## src/rtl/clk_enable_gen.sv

```systemverilog
`default_nettype none
// ============================================================================
// Module      : clk_enable_gen
// Description : Multi-channel fractional clock-enable generator running on the
//               PLL output clock. Synchronises and filters PLL_LOCKED, sequences
//               a synchronous downstream reset (RST_OUT) and, once running,
//               produces CHANNELS one-cycle CE strobes from phase accumulators
//               whose increments can be reloaded at run time through a
//               valid/ready handshake.
//               Optional feature macro: LOCK_LOSS_COUNT_EN adds LOSS_CNT[7:0],
//               a saturating count of RUN -> WAIT_LOCK transitions.
// Revision    : 1.0 - initial release
// ============================================================================
module clk_enable_gen #(
    parameter int                         CHANNELS  = 2,
    parameter int                         ACC_W     = 16,
    parameter logic [CHANNELS*ACC_W-1:0]  INC_INIT  = {16'h4000, 16'h8000},
    parameter int                         LOCK_FILT = 1024,
    parameter int                         RST_HOLD  = 16
) (
    input  logic                 CLK_IN1,
    input  logic                 RESET,
    input  logic                 PLL_LOCKED,
    input  logic                 LOAD_VALID,
    output logic                 LOAD_READY,
    input  logic [2:0]           LOAD_CH,
    input  logic [ACC_W-1:0]     LOAD_INC,
    output logic [CHANNELS-1:0]  CE,
    output logic                 RST_OUT,
    output logic                 READY
`ifdef LOCK_LOSS_COUNT_EN
    ,
    output logic [7:0]           LOSS_CNT
`endif
);

    // One shared counter serves both the lock filter and the reset hold.
    localparam int C_CNT_MAX = (LOCK_FILT > RST_HOLD) ? LOCK_FILT : RST_HOLD;
    localparam int C_CNT_W   = (C_CNT_MAX > 1) ? $clog2(C_CNT_MAX) : 1;
    localparam logic [C_CNT_W-1:0] C_FILT_LAST = C_CNT_W'(LOCK_FILT - 1);
    localparam logic [C_CNT_W-1:0] C_HOLD_LAST = C_CNT_W'(RST_HOLD - 1);
    localparam logic [C_CNT_W-1:0] C_CNT_ONE   = C_CNT_W'(1);

    typedef enum logic [1:0] {
        ST_WAIT_LOCK = 2'd0,
        ST_FILTER    = 2'd1,
        ST_HOLD      = 2'd2,
        ST_RUN       = 2'd3
    } state_t;

    // ------------------------------------------------------------------
    // Lock synchroniser
    // ------------------------------------------------------------------
    logic [1:0] sync_q;
    logic [1:0] sync_d;
    logic       lock_s;

    // Shift the raw lock into the two-stage synchroniser.
    always_comb begin
        sync_d = {sync_q[0], PLL_LOCKED};
    end

    // Synchroniser flops; bit 1 is the clean lock seen by the sequencer.
    always_ff @(posedge CLK_IN1 or posedge RESET) begin
        if (RESET) begin
            sync_q <= 2'b00;
        end else begin
            sync_q <= sync_d;
        end
    end

    assign lock_s = sync_q[1];

    // ------------------------------------------------------------------
    // Lock supervision / reset sequencer
    // ------------------------------------------------------------------
    state_t             state_q;
    state_t             state_d;
    logic [C_CNT_W-1:0] cnt_q;
    logic [C_CNT_W-1:0] cnt_d;
    logic               rst_out_q;
    logic               rst_out_d;
    logic               ready_q;
    logic               ready_d;
    logic               run_q;
    logic               stay_run;

    // Next state: any loss of lock restarts the whole qualification.
    always_comb begin
        state_d = state_q;
        cnt_d   = cnt_q;
        if (!lock_s) begin
            state_d = ST_WAIT_LOCK;
            cnt_d   = '0;
        end else begin
            case (state_q)
                ST_WAIT_LOCK: begin
                    state_d = ST_FILTER;
                    cnt_d   = '0;
                end
                ST_FILTER: begin
                    if (cnt_q == C_FILT_LAST) begin
                        state_d = ST_HOLD;
                        cnt_d   = '0;
                    end else begin
                        cnt_d = cnt_q + C_CNT_ONE;
                    end
                end
                ST_HOLD: begin
                    if (cnt_q == C_HOLD_LAST) begin
                        state_d = ST_RUN;
                        cnt_d   = '0;
                    end else begin
                        cnt_d = cnt_q + C_CNT_ONE;
                    end
                end
                ST_RUN: begin
                    state_d = ST_RUN;
                end
                default: begin
                    state_d = ST_WAIT_LOCK;
                    cnt_d   = '0;
                end
            endcase
        end
        // Outputs are registered from the next state so they change on the
        // same edge the sequencer enters or leaves RUN.
        rst_out_d = (state_d != ST_RUN);
        ready_d   = (state_d == ST_RUN);
    end

    // Sequencer state, counter and its registered outputs.
    always_ff @(posedge CLK_IN1 or posedge RESET) begin
        if (RESET) begin
            state_q   <= ST_WAIT_LOCK;
            cnt_q     <= '0;
            rst_out_q <= 1'b1;
            ready_q   <= 1'b0;
        end else begin
            state_q   <= state_d;
            cnt_q     <= cnt_d;
            rst_out_q <= rst_out_d;
            ready_q   <= ready_d;
        end
    end

    assign run_q    = (state_q == ST_RUN);
    // Accumulate only on edges that keep us in RUN, so CE drops on the very
    // edge that leaves RUN.
    assign stay_run = run_q && (state_d == ST_RUN);

    // ------------------------------------------------------------------
    // Phase accumulators and increment reload
    // ------------------------------------------------------------------
    logic [CHANNELS-1:0][ACC_W-1:0] acc_q;
    logic [CHANNELS-1:0][ACC_W-1:0] acc_d;
    logic [CHANNELS-1:0][ACC_W-1:0] inc_q;
    logic [CHANNELS-1:0][ACC_W-1:0] inc_d;
    logic [CHANNELS-1:0][ACC_W-1:0] stg_q;
    logic [CHANNELS-1:0][ACC_W-1:0] stg_d;
    logic [CHANNELS-1:0][ACC_W-1:0] acc_sum;
    logic [CHANNELS-1:0]            carry;
    logic [CHANNELS-1:0]            pending_q;
    logic [CHANNELS-1:0]            pending_d;
    logic [CHANNELS-1:0]            ce_q;
    logic [CHANNELS-1:0]            ce_d;
    logic                           load_ready;
    logic                           load_xfer;

    // Ready reflects the addressed channel; out-of-range channels always
    // accept and the data is dropped.
    always_comb begin
        load_ready = 1'b1;
        for (int i = 0; i < CHANNELS; i++) begin
            if (LOAD_CH == 3'(i)) begin
                load_ready = ~pending_q[i];
            end
        end
    end

    assign load_xfer = LOAD_VALID && load_ready;

    // Per-channel add, strobe generation and staged-increment hand-over.
    always_comb begin
        acc_d     = acc_q;
        inc_d     = inc_q;
        stg_d     = stg_q;
        pending_d = pending_q;
        ce_d      = '0;
        acc_sum   = '0;
        carry     = '0;
        for (int i = 0; i < CHANNELS; i++) begin
            {carry[i], acc_sum[i]} = {1'b0, acc_q[i]} + {1'b0, inc_q[i]};
            if (stay_run) begin
                acc_d[i] = acc_sum[i];
                ce_d[i]  = carry[i];
            end else begin
                acc_d[i] = '0;
            end
            // In RUN a new rate takes effect only at a period boundary;
            // otherwise there is no phase to protect and it applies at once.
            if (pending_q[i] && (!run_q || carry[i])) begin
                inc_d[i]     = stg_q[i];
                pending_d[i] = 1'b0;
            end else if (load_xfer && (LOAD_CH == 3'(i))) begin
                stg_d[i]     = LOAD_INC;
                pending_d[i] = 1'b1;
            end
        end
    end

    // Channel state registers; increments restart from their initial values.
    always_ff @(posedge CLK_IN1 or posedge RESET) begin
        if (RESET) begin
            acc_q     <= '0;
            inc_q     <= INC_INIT;
            stg_q     <= '0;
            pending_q <= '0;
            ce_q      <= '0;
        end else begin
            acc_q     <= acc_d;
            inc_q     <= inc_d;
            stg_q     <= stg_d;
            pending_q <= pending_d;
            ce_q      <= ce_d;
        end
    end

    assign LOAD_READY = load_ready;
    assign CE         = ce_q;
    assign RST_OUT    = rst_out_q;
    assign READY      = ready_q;

`ifdef LOCK_LOSS_COUNT_EN
    // ------------------------------------------------------------------
    // Lock-loss counter
    // ------------------------------------------------------------------
    logic [7:0] loss_cnt_q;
    logic [7:0] loss_cnt_d;

    // Count each exit from RUN caused by lock loss, saturating at 255.
    always_comb begin
        loss_cnt_d = loss_cnt_q;
        if (run_q && (state_d == ST_WAIT_LOCK) && (loss_cnt_q != 8'hFF)) begin
            loss_cnt_d = loss_cnt_q + 8'd1;
        end
    end

    // Counter register; only RESET clears it.
    always_ff @(posedge CLK_IN1 or posedge RESET) begin
        if (RESET) begin
            loss_cnt_q <= 8'd0;
        end else begin
            loss_cnt_q <= loss_cnt_d;
        end
    end

    assign LOSS_CNT = loss_cnt_q;
`endif

endmodule
`default_nettype wire

```

## config.mk

```make
export PLATFORM = sky130hd
export DESIGN_NAME = clk_enable_gen
export DESIGN_NICKNAME = d
export VERILOG_FILES = /design/src/rtl/clk_enable_gen.sv
export SDC_FILE = /design/constraint.sdc
export NUM_CORES = 1
export LEC_CHECK = 0
export BUFFER_PORTS_ARGS = -buffer_cell sky130_fd_sc_hd__buf_4
export CORE_MARGIN = 5
export CORE_UTILIZATION = 39
export DETAILED_ROUTE_END_ITERATION = 6
export HOLD_SLACK_MARGIN = 0.12
export PLACE_DENSITY = 0.59
export REMOVE_ABC_BUFFERS = 1
export SLEW_MARGIN = 20
export SYNTH_ARGS = -nofsm -noshare
export SYNTH_HDL_FRONTEND = slang
export SYNTH_SLANG_ARGS = --single-unit
```

## constraint.sdc

```tcl
create_clock -name CLK_IN1 -period 3.9 [get_ports CLK_IN1]
set_clock_uncertainty 0.1 [all_clocks]
set_input_delay 0.39 -clock CLK_IN1 [delete_from_list [all_inputs] [get_ports CLK_IN1]]
set_output_delay 0.39 -clock CLK_IN1 [all_outputs]
set_load 0.02 [all_outputs]
```

Word-level counts from Yosys, hierarchy flattened
Cells that the tools add are included.

Register bits: 116. Input port bits: 23. Output and inout port bits: 5. Logic and storage cells: 63.

Add/subtract/negate cells: 3. Equal/unequal tests: 9. Muxes and demuxes: 18. Bitwise logic cells: 4. Reduce and logical (&&, ||, !) cells: 15.

Operators by type and width (number): adder 16 x 16 -> 17 bit (2); 2-to-1 mux 16 bit (2); 2-to-1 mux 10 bit (3); one-hot mux 10 bit (3 select lines) (1); adder 10 x 1 -> 10 bit, second input constant (1); equality test 10 bit, second input constant (1); equality test 10 x 4 -> 1 bit, second input constant (1); 2-to-1 mux 1 bit (8); one-hot mux 2 bit (4 select lines) (1); equality test 2 bit, second input constant (3); logical AND 1 bit (6); 2-to-1 mux 2 bit (3); inequality test 4 x 1 -> 1 bit, second input constant (1); inverter 1 bit (4); AND reduction 2 bit (2); nonzero test 2 bit (2); equality test 3 x 1 -> 1 bit, second input constant (1); logical NOT 3 bit (1); equality test 2 x 1 -> 1 bit, second input constant (1); logical NOT 2 bit (1); logical OR 1 bit (2); inequality test 2 bit, second input constant (1); logical NOT 1 bit (1).

Depth between registers and ports, before layout
Gate-level depths: netlist (run 1).

Word-level depth: 7. Mapped depth: 10.

Worst setup path after synthesis (run 1)
Ideal clock, no wire load.

Path kind: reg2reg. Start: register acc_q[0] (netlist bit). End: register inc_q[0] (netlist bit). Arrival: 2409 ps. Required time: 3675 ps. Path slack: 1266 ps. Stages on the path, launching flop included: 11. Buffers on the path: 2. Cell sequence: dfrtp_1 -> ha_1 -> fa_1 -> a211oi_1 -> o211ai_2 -> a21boi_2 -> or2_4 -> a31o_1 -> buf_6 -> buf_12 -> mux2_4.

Word-level cells in the longest chain between the ends: 3.

Ends and longest elaborated chain: start: declaration (RTL line 155) `logic [CHANNELS-1:0][ACC_W-1:0] acc_q;`; start signal: assignment (RTL line 215) `acc_q <= '0;`; start signal: assignment (RTL line 221) `acc_q <= acc_d;`; adder 16 x 16 -> 17 bit (RTL line 193) `{carry[i], acc_sum[i]} = {1'b0, acc_q[i]} + {1'b0, inc_q[i]};`; logical OR 1 bit (RTL line 202) `if (pending_q[i] && (!run_q || carry[i])) begin`; logical AND 1 bit (RTL line 202); end signal: assignment (RTL line 222) `inc_q <= inc_d;`; end: declaration (RTL line 157) `logic [CHANNELS-1:0][ACC_W-1:0] inc_q;`.

No other way between the ends. A chain may end at the register's enable or synchronous reset.

Final worst setup path (run 1)
Start: register inc_q[0] (netlist bit). End: register inc_q[10] (netlist bit).

Word-level cells in the longest chain between the ends: 3.

Ends and longest elaborated chain (RTL line): adder 16 x 16 -> 17 bit (193); logical OR 1 bit (202); logical AND 1 bit (202).

No other way between the ends.

==> impl_metrics.env, run 1 <==
export IMPL_path_max_fanout=12
export IMPL_r2r_cells=9
export IMPL_gp_congestion=0.8252
export IMPL_r2r_start="inc_q[0]"
export IMPL_clock_sinks=116
export IMPL_netlist_instances=577
export IMPL_crit_required_ns=4.10
export IMPL_start_util_pct=39.40
export IMPL_hold_path_class="in2reg"
export IMPL_top_layer="met4"
export IMPL_grt_pass1_wl_mm=22.69
export IMPL_track_usage_pct=15.41
export IMPL_synthToLayoutAreaGrowth_pct=18.82
export IMPL_slew_headroom_pct=40.44
export IMPL_cts_root_buffer="clkbuf_16"
export IMPL_rows=46
export IMPL_yosysUniqueCellTypes=53
export IMPL_cp_start_kind="flip-flop"
export IMPL_max_freq_mhz=331.1
export IMPL_layout_common_cells="113 x dfrtp_1, 39 x nor2_1, 39 x mux2_2"
export IMPL_outcome="finished, final reports clean"
export IMPL_drt_vias_per_instance=5.318
export IMPL_mappedNetlistArea_um2=6191
export IMPL_synth_edf_count=0
export IMPL_ys_warn_count=0
export IMPL_antenna_left=0
export IMPL_drt_total_wl_mm=13.24
export IMPL_htree_levels=4
export IMPL_ys_ff_latch=116
export IMPL_core_area_um2=15710
export IMPL_cts_tree="built"
export IMPL_synthArstFlopShare_pct=100.0
export IMPL_grt_antenna_before_repair=0
export IMPL_worst_pin_slew_ns=0.8887
export IMPL_setup_violations=0
export IMPL_netlist_top_cells_area="dfrtp_1 46%, ha_1 7.7%, mux2_2 7.1%"
export IMPL_clock_path_buffers=2
export IMPL_synth_top_area_share_pct=45.68
export IMPL_wl_met2_mm=6.371
export IMPL_cts_clk_slew_worst_paths_ns=0.06
export IMPL_cts_resized_gates=0
export IMPL_power_leakage_uw=0.003439
export IMPL_worst_skew_pair_late_latency_ns=0.41
export IMPL_grt_pass1_vias=4628
export IMPL_avgRoutedWirePerCell_um=15.59
export IMPL_io_buffers=27
export IMPL_numCtsBuffers=17
export IMPL_die_height_um=136.0
export IMPL_finalCoreUtilization_pct=46.81
export IMPL_r2r_end="inc_q[10]"
export IMPL_synth_seq_area_share_pct=46.95
export IMPL_dp_hpwl_mm=8.907
export IMPL_fin_crit_sh_pct=77.44
export IMPL_grt_overflow_total=0
export IMPL_cp_end_kind="flip-flop"
export IMPL_vias=4515
export IMPL_drv_slew=0
export IMPL_setup_tns_ns=0
export IMPL_diodes=0
export IMPL_drv_cap=0
export IMPL_m1WireLength_mm=6.298
export IMPL_hold_violations=0
export IMPL_io_pins=28
export IMPL_die_area_um2=18490
export IMPL_drt_first_iter_violations=227
export IMPL_arrival_ns=3.22
export IMPL_layout_nets=683
export IMPL_min_path_cells=2
export IMPL_syn_area_per_cell_um2=10.73
export IMPL_min_to="stg_q[3]"
export IMPL_critPathKind="reg2reg"
export IMPL_period_needed_ns=3.020
export IMPL_grt_max_degree=81
export IMPL_worst_r2r_setup_slack_ns=0.88
export IMPL_pwr_density_cell_nw_per_um2=508.8
export IMPL_final_common_cell="dfrtp_1"
export IMPL_first_pass_iters=5
export IMPL_ir_worst_vdd_mv=0.2851
export IMPL_hold_start="LOAD_INC[3]"
export IMPL_drive_gt1_share_pct=19.43
export IMPL_ys_flop_type="dfrtp_1"
export IMPL_wl_met3_um=384
export IMPL_rsz0062_at_grt="false"
export IMPL_synth_top_area_cell="dfrtp_1"
export IMPL_drc_errors=0
export IMPL_chipWidth_um=136.0
[metrics by stage]
stage               hold slack (ns)  std cells  area [um2]  setup WS (ns)  power (uW)
floorplan                    0.2312        554        6077         0.3426        1992
global placement             0.2436        802        6603         0.9287        2135
detailed placement           0.2365        802        6603         0.8903        2159
CTS                          0.1201        849        7356         0.8707        3787
global route                 0.1260        849        7356         0.7039        3940
finish                       0.1392        849        7356         0.8799        3743
[where the power goes]
group          leakage [uW]  internal [uW]  switching, uW
Sequential          0.00150           1390            133
Combinational       0.00164            324            304
Clock              0.000303           1050            543
Total               0.00344           2760            979
[critical path, cell delays in order (launching register included)]
cell and delay, ns:
dfrtp_1 0.39, ha_1 0.21, fa_1 0.42, a211oi_1 0.34, o211ai_2 0.20, a21boi_2 0.21
or2_4 0.16, a31o_1 0.24, buf_4 0.28, mux2_2 0.35
[cells in the mapped netlist, types with 5 or more instances]
cell type	number
dfrtp_1	113
mux2_2	39
nor2_1	39
ha_1	38
nand2_1	33
a21oi_1	32
nand3_1	28
nand4_1	21
nor2b_1	20
a31oi_1	19
o211ai_1	18
a21o_1	17
clkbuf_1	17
o21ai_0	16
xor2_1	14
nor3_1	11
xnor2_1	11
inv_1	10
mux2_4	10
and3_1	8
nand2b_1	7
a211oi_1	5
[layout make-up]
class / instances / area (um2)
Tap cell: 216 / 270.3
Timing Repair Buffer: 47 / 402.9
Clock inverter: 10 / 128.9
Multi-Input combinational cell: 428 / 3133
Sequential cell: 116 / 2907
Inverter: 10 / 40.04
Fill cell: 1439 / 8357
Clock buffer: 22 / 474.2
[kinds of logic after synthesis]
logic type / share of synthesized area, %
XOR/XNOR: 3.537
AO/OA/AOI/OAI: 13.14
multiplexers: 10.00
flip-flops: 46.95
AND/OR/NAND/NOR: 15.60
buffers and inverters: 2.445
adder cells (fa/ha/maj): 8.327
[how the worst max path moves through the flow]
stage | startpoint | endpoint | slack, ns | depth (start not counted)
after floorplan | RESET | CE[0] | 0.34 | 1
after global placement | inc_q[0] | inc_q[11] | 0.93 | 9
after detailed placement | inc_q[0] | inc_q[10] | 0.89 | 9
after CTS | inc_q[0] | inc_q[11] | 0.87 | 9
after global routing | inc_q[0] | inc_q[10] | 0.70 | 9
final | inc_q[0] | inc_q[10] | 0.88 | 9
[metal layers]
layer / vias to the layer above / GRT usage, %
met5: - / 0
met3: 15 / 3.479
li1: 2202 / -
met4: 0 / 5.487
met1: 2216 / 20.56
met2: 82 / 24.75
[timing repair]
action | CTS | global route
hold buffers | 15 | 0
setup buffers | 0 | 0
endpoints found under the hold margin | 57 | 0
setup endpoints to repair | 0 | 0
[flip-flops by register name, indices dropped and copies added (netlist names)]
name	count
READY	1
pending_q	2
RST_OUT	1
inc_q	32
cnt_q	10
stg_q	32
state_q	2
CE	2
acc_q	32
sync_q	2
Power figures use the tool's default switching activity.
==> inputs of run 2 (changes only) <==
- PLACE_DENSITY: 0.59 -> 0.61
- clock period: 3.9 -> 2.4 ns (I/O delays scaled with it)
==> impl_metrics.env, run 2 (same netlist as run 1, synthesis figures left out) <==
export IMPL_crit_required_ns=2.60
export IMPL_r2r_start="inc_q[0]"
export IMPL_start_util_pct=39.40
export IMPL_io_buffers=27
export IMPL_vias=4861
export IMPL_track_usage_pct=17.48
export IMPL_clock_path_buffers=2
export IMPL_finalCoreUtilization_pct=51.98
export IMPL_final_cells=915
export IMPL_io_pins=28
export IMPL_postPlaceCellArea_um2=6993
export IMPL_gp_congestion=0.8140
export IMPL_final_common_cell="dfrtp_1"
export IMPL_numCtsBuffers=17
export IMPL_finalPower_uw=6458
export IMPL_setup_tns_ns=-2.433
export IMPL_die_area_um2=18490
export IMPL_hold_violations=0
export IMPL_num_fill_cells=1357
export IMPL_cpPeakStageDelay_ns=0.38
export IMPL_cts_clk_slew_worst_paths_ns=0.05
export IMPL_final_area_um2=8168
export IMPL_drive_gt1_share_pct=29.47
export IMPL_dp_hpwl_mm=9.876
export IMPL_setup_violations=20
export IMPL_grt_pass1_vias=5105
export IMPL_drt_vias_per_instance=5.313
export IMPL_die_height_um=136.0
export IMPL_first_pass_iters=4
export IMPL_path_max_fanout=8
export IMPL_drv_slew=0
export IMPL_drt_first_iter_violations=250
export IMPL_clock_sinks=116
export IMPL_max_freq_mhz=390.3
export IMPL_violations="setup timing"
export IMPL_htree_levels=4
export IMPL_dpl_cell_count=849
export IMPL_power_leakage_uw=0.003838
export IMPL_cp_end_kind="flip-flop"
export IMPL_layout_setup_ws_ns=-0.1619
export IMPL_antenna_left=0
export IMPL_worst_r2r_setup_slack_ns=-0.16
export IMPL_slew_headroom_pct=55.15
export IMPL_reg_top3="acc_q x32, inc_q x32, stg_q x32"
export IMPL_layout_common_cells="112 x dfrtp_1, 85 x buf_4, 38 x nor2_1"
export IMPL_chipWidth_um=136.0
export IMPL_critPathKind="reg2reg"
export IMPL_cts_tree="built"
export IMPL_hold_start="LOAD_VALID"
export IMPL_r2r_end="inc_q[10]"
export IMPL_drt_total_wl_mm=15.17
export IMPL_worst_skew_pair_late_latency_ns=0.42
export IMPL_grt_overflow_total=0
export IMPL_core_area_um2=15710
export IMPL_drv_cap=0
export IMPL_cp_cell_sequence="ha_2 > fa_2 > a211oi_4 > o211ai_2 > a21boi_2 > or2_4 > a31o_4 > buf_12 > mux2_4"
export IMPL_grt_max_degree=50
export IMPL_synthToLayoutAreaGrowth_pct=31.93
export IMPL_rsz0062_at_grt="true"
export IMPL_cp_startpoint="inc_q[0]"
export IMPL_fin_crit_sh_pct=106.7
export IMPL_pwr_density_cell_nw_per_um2=790.6
export IMPL_seqCellArea_um2=2908
export IMPL_outcome="finished, violations left"
export IMPL_avgRoutedWirePerCell_um=16.57
export IMPL_slowest_stage="dfrtp_1"
export IMPL_grt_pass1_wl_mm=25.28
export IMPL_drc_errors=0
export IMPL_hold_path_class="in2reg"
export IMPL_diodes=0
export IMPL_arrival_ns=2.76
export IMPL_crit_end="inc_q[10]"
export IMPL_cp_start_kind="flip-flop"
export IMPL_ir_worst_vdd_mv=0.5779
export IMPL_rows=46
export IMPL_grt_antenna_before_repair=0
export IMPL_r2r_cells=9
export IMPL_cts_root_buffer="clkbuf_16"
export IMPL_period_needed_ns=2.562
export IMPL_worst_pin_slew_ns=0.6728
export IMPL_layout_nets=749
export IMPL_multi_input_area_um2=3314
run 2: changes by cell type in the layout (fill, tap and decap cells not counted), sizes merged:
cell,before,now
dlygate4sd3,15,18
clkinvlp,0,2
clkbuf,22,24
clkinv,7,4
buf,32,94
run 2: timing repair:
| item | CTS | global route |
|---|---|---|
| gates resized for setup | 23 | 15 |
| gates cloned | 3 | 1 |
| endpoints found under the setup margin | 36 | 39 |
| hold buffers | 18 | 0 |
| pin swaps | 17 | 25 |
| hold endpoints to repair | 146 | 0 |
| setup buffers | 9 | 6 |
run 2: layer usage:
metal	part of all wire (%)	vias to the layer above	GRT usage, %	wire (um)
met3	4.4	23	4.034	673
met1	45	2379	22.54	6846
met4	2.0	0	7.503	297
met5	0	-	0	0
li1	-	2335	-	-
met2	48	124	28.26	7348
run 2: power breakdown:
| group | internal [uW] | switching, uW | leakage [uW] | total, uW |
|---|---|---|---|---|
| Combinational | 749 | 592 | 0.00204 | 1340 |
| Sequential | 2260 | 233 | 0.00150 | 2490 |
| Clock | 1730 | 891 | 0.000299 | 2620 |
| Total | 4740 | 1720 | 0.00384 | 6460 |
run 2: worst min-delay path by stage:
| stage | depth (start not counted) | endpoint | slack (ns) |
|---|---|---|---|
| after floorplan | 0 | sync_q[0] | 0.17 |
| after global placement | 2 | acc_q[3] | 0.13 |
| after detailed placement | 2 | acc_q[2] | 0.14 |
| after CTS | 4 | pending_q[0] | 0.19 |
| after global routing | 4 | pending_q[0] | 0.24 |
| final | 4 | pending_q[0] | 0.20 |
run 2: final cells by class:
type,instances,area share [%]
clock inverter,9,1.532
inverter,10,0.4902
multi-input combinational,428,40.58
clock buffer,23,5.974
timing repair buffer,113,12.52
sequential,116,35.60
tap,216,3.309
run 2: stage by stage:
stage	hold WS (ns)	setup WS (ns)
6_report	0.2001	-0.1619
5_1_grt	0.2405	-0.2673
4_1_cts	0.1860	-0.2316
3_5_place_dp	0.1378	-0.4371
3_3_place_gp	0.1334	-0.3269
2_1_floorplan	0.1714	-1.007
run 2: critical path, delay by kind of cell, from the launching register on:
family | cells | cell delay [ns]
DFF | 1 | 0.38
muxes | 1 | 0.30
and+or+nand+nor | 1 | 0.15
adders and majority gates | 2 | 0.56
buffers and inverters | 1 | 0.15
AOI/OAI and AO/OA | 4 | 0.79
==> inputs of run 3 (changes only) <==
- ABC_AREA: unset -> 1
- HOLD_SLACK_MARGIN: 0.12 -> unset
==> impl_metrics.env, run 3 <==
export IMPL_io_pins=28
export IMPL_syn_area_per_cell_um2=8.018
export IMPL_synth_seq_area_share_pct=46.24
export IMPL_hold_violations=0
export IMPL_fin_crit_sh_pct=91.13
export IMPL_cp_start_kind="flip-flop"
export IMPL_clock_path_buffers=2
export IMPL_pwr_density_cell_nw_per_um2=908.5
export IMPL_crit_required_ns=2.60
export IMPL_drc_errors=0
export IMPL_rsz0062_at_grt="false"
export IMPL_drv_slew=0
export IMPL_synth_common_cells="270 x nand2_1, 113 x dfrtp_1, 86 x inv_1"
export IMPL_synthArstFlopShare_pct=100.0
export IMPL_io_buffers=27
export IMPL_finalPower_uw=6782
export IMPL_globalRoute_busiestLayer="met2"
export IMPL_drt_first_iter_violations=208
export IMPL_num_fill_cells=1568
export IMPL_htree_levels=4
export IMPL_numCtsBuffers=17
export IMPL_synth_top_area_cell="dfrtp_1"
export IMPL_dpl_cell_count=1019
export IMPL_netlist_top_cells_area="dfrtp_1 45%, nand2_1 16%, ha_1 7.6%"
export IMPL_synthToLayoutAreaGrowth_pct=18.75
export IMPL_die_height_um=137.0
export IMPL_drt_total_wl_mm=12.69
export IMPL_worst_r2r_setup_slack_ns=0.21
export IMPL_hold_start="LOAD_INC[11]"
export IMPL_rows=46
export IMPL_synth_edf_count=0
export IMPL_critPathKind="reg2reg"
export IMPL_start_util_pct=39.72
export IMPL_final_common_cell="nand2_1"
export IMPL_worst_pin_slew_ns=0.5032
export IMPL_r2r_cells=11
export IMPL_die_area_um2=18760
export IMPL_diodes=0
export IMPL_clock_sinks=116
export IMPL_ir_worst_vdd_mv=0.5727
export IMPL_postCtsSetupRepairBufs=0
export IMPL_crit_end="inc_q[29]"
export IMPL_drt_vias_per_instance=4.617
export IMPL_grt_max_degree=55
export IMPL_worst_skew_pair_late_latency_ns=0.41
export IMPL_max_freq_mhz=457.2
export IMPL_use_met2_pct=22.62
export IMPL_grt_pass1_vias=4768
export IMPL_arrival_ns=2.39
export IMPL_ys_flop_type="dfrtp_1"
export IMPL_hold_path_class="in2reg"
export IMPL_ys_warn_count=0
export IMPL_avgRoutedWirePerCell_um=12.06
export IMPL_grt_use_met3_pct=3.640
export IMPL_yosysUniqueCellTypes=36
export IMPL_core_area_um2=15830
export IMPL_drive_gt1_share_pct=11.24
export IMPL_cts_clk_slew_worst_paths_ns=0.05
export IMPL_dp_hpwl_mm=9.310
export IMPL_use_met1_pct=20.21
export IMPL_chipWidth_um=137.0
export IMPL_ys_ff_latch=116
export IMPL_grt_overflow_total=0
export IMPL_drv_cap=0
export IMPL_mappedNetlistArea_um2=6286
export IMPL_cp_startpoint="acc_q[16]"
export IMPL_power_leakage_uw=0.004036
export IMPL_cts_root_buffer="clkbuf_16"
export IMPL_layout_nets=887
export IMPL_layout_common_cells="270 x nand2_1, 113 x dfrtp_1, 85 x inv_1"
export IMPL_cp_end_kind="flip-flop"
export IMPL_grt_pass1_wl_mm=22.12
export IMPL_netlist_instances=784
export IMPL_layout_setup_ws_ns=0.2129
export IMPL_r2r_end="inc_q[29]"
export IMPL_dp_slack_ns=0.1699
export IMPL_first_pass_iters=5
export IMPL_grt_antenna_before_repair=0
export IMPL_final_cells=1052
export IMPL_antenna_left=0
export IMPL_slew_headroom_pct=66.45
export IMPL_cts_tree="built"
export IMPL_period_needed_ns=2.187
export IMPL_synth_top_area_share_pct=44.98
export IMPL_track_usage_pct=14.78
export IMPL_outcome="finished, final reports clean"
export IMPL_path_max_fanout=9
export IMPL_r2r_start="acc_q[16]"
export IMPL_hold_slack_ns=0.01255
export IMPL_gp_congestion=0.7933
export IMPL_vias=4857
export IMPL_yosysMostFrequentCell="nand2_1"
export IMPL_reg_top3="acc_q x32, inc_q x32, stg_q x32"
export IMPL_setup_violations=0
run 3: changes by cell type after synthesis, moves of 19 or more:
cell,change
nor2b_1,-20
nor2_1,+22
nand2_1,+237
mux2_2,-39
nand3_1,+33
o21ai_0,+19
a31oi_1,-19
inv_1,+76
run 3: report_power, final:
part	internal, uW	switching (uW)	total, uW
clock	2080	861	2940
combinational	512	790	1300
sequential	2310	229	2540
run 3: layout make-up:
class                           instances  area [um2]  area share [%]
Tap cell                              216       270.3           3.621
Timing Repair Buffer                   39       322.8           4.325
Multi-Input combinational cell        563        2944           39.44
Sequential cell                       116        2907           38.94
Clock buffer                           23       498.0           6.671
Clock inverter                          8       193.9           2.598
Inverter                               87       329.1           4.408
run 3: worst min path at each step:
stage / endpoint / cells past startpoint
CTS: stg_q[28] / 3
finish: stg_q[11] / 3
detailed placement: cnt_q[1] / 2
floorplan: sync_q[0] / 0
global route: stg_q[28] / 3
global placement: cnt_q[1] / 2
run 3: metrics by stage:
step	setup TNS [ns]	utilization (%)	cell area (um2)
global placement	0	42.57	6738
detailed placement	0	42.57	6738
global route	0	47.16	7465
floorplan	-114.41	-	6162
CTS	0	47.07	7450
finish	0	47.16	7465
run 3: cell families after synthesis:
group	after synthesis	share of synthesized area, %
buffers and inverters	105	7.165
flip-flops	116	46.24
AO/OA/AOI/OAI	72	6.330
AND/OR/NAND/NOR	434	29.70
XOR/XNOR	17	2.369
adder cells (fa/ha/maj)	40	8.201
run 3: layer usage:
layer	vias up	share of wire, %
li1	2562	-
met1	2223	50
met2	53	45
met3	19	3.4
met4	0	1.8
met5	-	0
run 3: worst max-delay path, stage by stage (launching register included):
cell and delay, ns:
dfrtp_1 0.36, ha_1 0.22, fa_1 0.40, nand3_1 0.09, nand2_1 0.11, nand2_1 0.08
nand2_1 0.09, nand2_1 0.14, nand3_4 0.15, buf_4 0.22, nand3_1 0.07, nand2_1 0.06
run 3: timing repair:
action | in CTS | in global routing
hold endpoints to repair | 22 | 0
endpoints found under the setup margin | 0 | 8
gates resized for setup | 0 | 2
hold buffers | 2 | 0
